<file path="config.mk">
export PLATFORM = sky130hd
export DESIGN_NAME = select_mode_fsm
export DESIGN_NICKNAME = d
export VERILOG_FILES = /design/src/rtl/select_mode_fsm.sv
export SDC_FILE = /design/constraint.sdc
export NUM_CORES = 1
export LEC_CHECK = 0
export CORE_MARGIN = 10
export CORE_UTILIZATION = 40
export CTS_BUF_LIST = sky130_fd_sc_hd__clkbuf_4 sky130_fd_sc_hd__clkbuf_8
export CTS_CLUSTER_DIAMETER = 60
export DETAILED_ROUTE_END_ITERATION = 8
export SYNTH_ARGS = -nofsm -noshare
export SYNTH_HDL_FRONTEND = slang
export SYNTH_SLANG_ARGS = --single-unit
</file>
<file path="constraint.sdc">
create_clock -name clk65MHz -period 6.2 [get_ports clk65MHz]
set_input_delay 1.55 -clock clk65MHz [delete_from_list [all_inputs] [get_ports clk65MHz]]
set_output_delay 1.55 -clock clk65MHz [all_outputs]
set_load 0.02 [all_outputs]
</file>
<file path="src/rtl/select_mode_fsm.sv">
// Game-mode selector: synchronised, debounced one-hot switch choice drives a registered one-hot screen select.
// Define SELECT_GAME_LOCK_EN to hold the chosen mode for the whole session (until game_over or reset).
module select_mode_fsm #(
  parameter int SW_W            = 16,
  parameter int N_MODES         = 2,
  parameter int DEBOUNCE_CYCLES = 65000,
  parameter int IDX_W           = $clog2(N_MODES)
) (
  input  logic               clk65MHz,
  input  logic               rst_n,
  input  logic [SW_W-1:0]    sw,
  input  logic               game_over,
  output logic               screen_idle,
  output logic [N_MODES-1:0] screen_mode,
  output logic [IDX_W-1:0]   mode_idx,
  output logic               mode_change
);

  localparam int CNT_W = $clog2(DEBOUNCE_CYCLES + 1);
  localparam logic [CNT_W-1:0] DB_MAX = CNT_W'(DEBOUNCE_CYCLES);

  typedef enum logic [1:0] {ST_IDLE, ST_PLAY, ST_DONE} state_t;

  logic [N_MODES-1:0] sw_meta, sw_s, sw_prev, sw_db;
  logic [CNT_W-1:0]   db_cnt, db_cnt_n;
  logic               sel_ok;
  logic [IDX_W-1:0]   sel_idx;
  state_t             state, state_n;
  logic [IDX_W-1:0]   mode_q, mode_n;
  logic               chg_n;
  logic               sw_unused;

  // Switches above N_MODES are not mode selects.
  assign sw_unused = ^sw;

  // db_cnt counts consecutive cycles sw_s has held its value, including the cycle it changed.
  always_comb begin
    db_cnt_n = db_cnt;
    if (sw_s != sw_prev) begin
      db_cnt_n = CNT_W'(1);
    end else if (db_cnt != DB_MAX) begin
      db_cnt_n = db_cnt + CNT_W'(1);
    end
  end

  always_ff @(posedge clk65MHz or negedge rst_n) begin
    if (!rst_n) begin
      sw_meta <= '0;
      sw_s    <= '0;
      sw_prev <= '0;
      sw_db   <= '0;
      db_cnt  <= '0;
    end else begin
      sw_meta <= sw[N_MODES-1:0];
      sw_s    <= sw_meta;
      sw_prev <= sw_s;
      db_cnt  <= db_cnt_n;
      if (db_cnt_n == DB_MAX) begin
        sw_db <= sw_s;
      end
    end
  end

  always_comb begin
    sel_ok  = (sw_db != '0) && ((sw_db & (sw_db - N_MODES'(1))) == '0);
    sel_idx = '0;
    for (int k = 0; k < N_MODES; k++) begin
      if (sw_db[k]) begin
        sel_idx = IDX_W'(k);
      end
    end
  end

  always_comb begin
    state_n = state;
    mode_n  = mode_q;
    chg_n   = 1'b0;
    case (state)
      ST_IDLE: begin
        if (sel_ok) begin
          state_n = ST_PLAY;
          mode_n  = sel_idx;
          chg_n   = 1'b1;
        end
      end
      ST_PLAY: begin
        if (game_over) begin
          state_n = ST_DONE;
        end
`ifdef SELECT_GAME_LOCK_EN
        // Switch changes are ignored until the session ends.
`else
        else if (!sel_ok) begin
          state_n = ST_IDLE;
        end else if (sel_idx != mode_q) begin
          mode_n = sel_idx;
          chg_n  = 1'b1;
        end
`endif
      end
      ST_DONE: begin
        // Wait for all switches released so a held switch cannot restart the game.
        if (sw_db == '0) begin
          state_n = ST_IDLE;
        end
      end
      default: state_n = ST_IDLE;
    endcase
  end

  always_ff @(posedge clk65MHz or negedge rst_n) begin
    if (!rst_n) begin
      state       <= ST_IDLE;
      mode_q      <= '0;
      screen_idle <= 1'b1;
      screen_mode <= '0;
      mode_idx    <= '0;
      mode_change <= 1'b0;
    end else begin
      state       <= state_n;
      mode_q      <= mode_n;
      screen_idle <= (state_n != ST_PLAY);
      screen_mode <= (state_n == ST_PLAY) ? (N_MODES'(1) << mode_n) : '0;
      mode_idx    <= (state_n == ST_PLAY) ? mode_n : '0;
      mode_change <= chg_n;
    end
  end

endmodule

</file>
==> impl_results.md <==
* Maximum number of pins on one net before global-route repair at 32
* Top cell type by total area after synthesis: sky130_fd_sc_hd__dfrtp_1
* Count of distinct cell types in the synthesized netlist at 39
* Maxcap violations at 0
* Netlist area before placement at roughly 1500 um2
* Global route overflow at 0
* Max transition margin at between 60 and 70%
* Cell types with the highest counts after synthesis: sky130_fd_sc_hd__dfrtp_1 (30), sky130_fd_sc_hd__nor2_1 (19), sky130_fd_sc_hd__xnor2_1 (10)
* Tightest Hold Check Type: flip-flop to flip-flop
* Detailed-route via count at 1031
* YS warnings at 0
* Estimated wirelength of the detail-placed design at 1.832 mm
* Post-CTS Resized at 0
* Setup crit start kind: flip-flop
* Root buf cell: sky130_fd_sc_hd__clkbuf_8
* Clock transition at the register clock pins on the worst setup and hold paths after CTS at approximately 0.07 ns
* Std cell rows at 22
* Amount of wire on met3 after detailed routing at about 140 um
* Cells along the critical path: clkdlybuf4s50_1
* Sinks on Clock Net at 31
* DIE AREA at 6588 um2
* Number of CTS-inserted buffers at 5
* Count of endpoints failing setup in the final report at 0
* Placer's final routability congestion estimate at 0.7927
* H-tree depth reported by CTS at 2
* Critical Path Slowest Stage Cell: sky130_fd_sc_hd__clkdlybuf4s50_1
* Proportion of layout cells with a drive suffix above 1 at 13.25%
* Critical path data arrival time at 1.39 ns
* Setup Total Neg Slack at 0 ns
* Asr flop ratio synth at 100.0%
* Buffer depth of the longest clock path at 2
* Synthesized area divided by synthesized cell count at 10.77 um2
* Count of flip-flops with a built-in enable after synthesis at 0
* Register-to-Register Setup Slack at around 3.6 ns
* Routed length on met1 at 1.175 mm
* DRT Wirelength at around 2.7 mm
* I/O pin count at 24
* Area share of the leading cell type in the synthesized netlist at 50.17%
* Count of nets after finishing at ~170
* Layout area overhead at 14.46%
* Mapped Nets at 161
* Top area cells in the synthesized netlist: sky130_fd_sc_hd__dfrtp_1 (50%), sky130_fd_sc_hd__xnor2_1 (5.9%), sky130_fd_sc_hd__nor2_1 (4.8%)
* Post-synthesis sequential element count at 31
* Endpoint kind of the worst setup timing path: output pin
* Leakage at 0.6872 nW
* Worst path top cell family by delay: buffers and inverters
* Pwr dens at roughly 230 nW/um2
* Via count of the first global-routing pass at 1012
* Antenna-violating nets left at 0
* Fillers at between 300 and 400
* TritonCTS clock tree: yes
* Dominant cell by count in the synthesized netlist: sky130_fd_sc_hd__dfrtp_1
* Unrepaired setup endpoints after global routing: false
* Max incr delay on CP at 0.60 ns
* Outcome: completed
* Global-route wire length before repair at 4.567 mm
* Overall power consumption at 393.8 uW
* Final hold violation count at 0
* Setup fix buffers added after clock tree synthesis at 0
* Kind of critical path: flip-flop to output pin
* Number of slew-limit violations in the final report at 0
* Antenna Cells at 0
* Slew at the pin closest to its max-slew limit at about 0.56 ns
* Fmax achieved at 340.2 MHz
* Source-to-sink clock delay at the later pin of the worst-skew pair at 0.28 ns
* Critical path peak fanout at 1
* Buffers plus inverters on the worst setup path at 1
* Final Critical Period at 2.940 ns
* Hold_buf cts at 0
* Routed length on met2 at 1.293 mm
* Die Width at just over 80 um
* Seq/Total Area, Yosys at 51.92%
* Pre-antenna DRT Iters at 4
* Highest routed metal layer: met4
* Synth Instances at 139
* Port bufs at 9
* Number of DRC violations after detailed routing at 0
* Antenna violations before repair at 0
* Maximum ir drop on the vdd rail at 0.1208 mV
* Critical path data required time at roughly 4.7 ns
* Finished Core Util at between 40% and 50%
* Initial core utilization at 41.18%
* Overall track demand over capacity in global routing at between 8 and 9%
* Predominant post-synthesis flop cell: sky130_fd_sc_hd__dfrtp_1
* Crit share post-route at 47.41%
* Vertical extent of the die at 81.17 um
* Routed WL per cell at 13.33 um
* Number of DRC markers after the initial detailed-route iteration at 68
* Clock Skew at ~0.0067 ns
* Core Box Area at 3633 um2
* Number of vias per cell after detailed routing at 5.181
* Hold slack final at 0.3508 ns
## cell type report
cell class	count	area [um2]	share of cell area, %
multi-input combinational	97	670.6	39.15
clock buffer	6	76.32	4.456
tap	48	60.06	3.506
timing repair buffer	10	97.59	5.698
inverter	5	18.77	1.096
sequential	31	777.0	45.36
clock inverter	2	12.51	0.7305
## stage by stage
stage | cells | cell area (um2) | worst slack (ns)
floorplan | 139 | 1496 | 3.705
global placement | 191 | 1624 | 3.561
detailed placement | 191 | 1624 | 3.555
CTS | 199 | 1713 | 3.244
finish | 199 | 1713 | 3.260
global route | 199 | 1713 | 3.230
## report_power, final
part / internal [mW] / switching, mW / total [mW] / leakage [nW]
Sequential: 0.206 / 0.00510 / 0.211 / 0.406
Clock: 0.0826 / 0.0730 / 0.156 / 0.0446
Combinational: 0.0103 / 0.0165 / 0.0269 / 0.237
## per-layer routing
layer	vias up	GRT usage (%)
met5	-	0
met4	0	5.190
met3	4	3.311
met2	21	14.57
met1	506	9.798
li1	500	-
## state kept, by name (all words and copies together) (netlist names), 2 cells and up
signal / cells
db_cnt: 16
state: 2
sw_db: 2
sw_meta: 2
sw_prev: 2
sw_s: 2
## logic make-up after synthesis
group / after synthesis / share of synthesized area (%)
adders and majority gates: 3 / 2.509
xor gates and xnor gates: 16 / 9.364
buffers and inverters: 11 / 3.261
muxes: 3 / 2.759
and+or+nand+nor: 62 / 24.50
DFF: 31 / 51.92
AOI/OAI and AO/OA: 13 / 5.686
## worst paths after layout
path	cells past startpoint	start	endpoint
worst max-delay path	1	screen_idle	screen_idle
worst min-delay path	0	sw_meta[0]	sw_s[0]
worst max register to register	7	db_cnt[0]	sw_db[0]
worst min register to register	0	sw_meta[0]	sw_s[0]
max in group asynchronous	2	rst_n	screen_idle
min in group asynchronous	2	rst_n	db_cnt[4]
## cells in the final DEF, fill, tap and decap left out, drive strengths merged, types with 2 or more instances in the layout
cell type and n:
nor4 3, nand4 6, inv 5, nand2b 2
mux2 3, clkbuf 6, nor2 19, xor2 6
o21ai 2, nand2 7, and3 2, ha 3
nor4b 2, nand3 6, dfrtp 30, xnor2 10
a21oi 5, nor3 5, clkdlybuf4s50 9, and4 3
a21o 2, nor2b 2
Power figures use the tool's default switching activity.
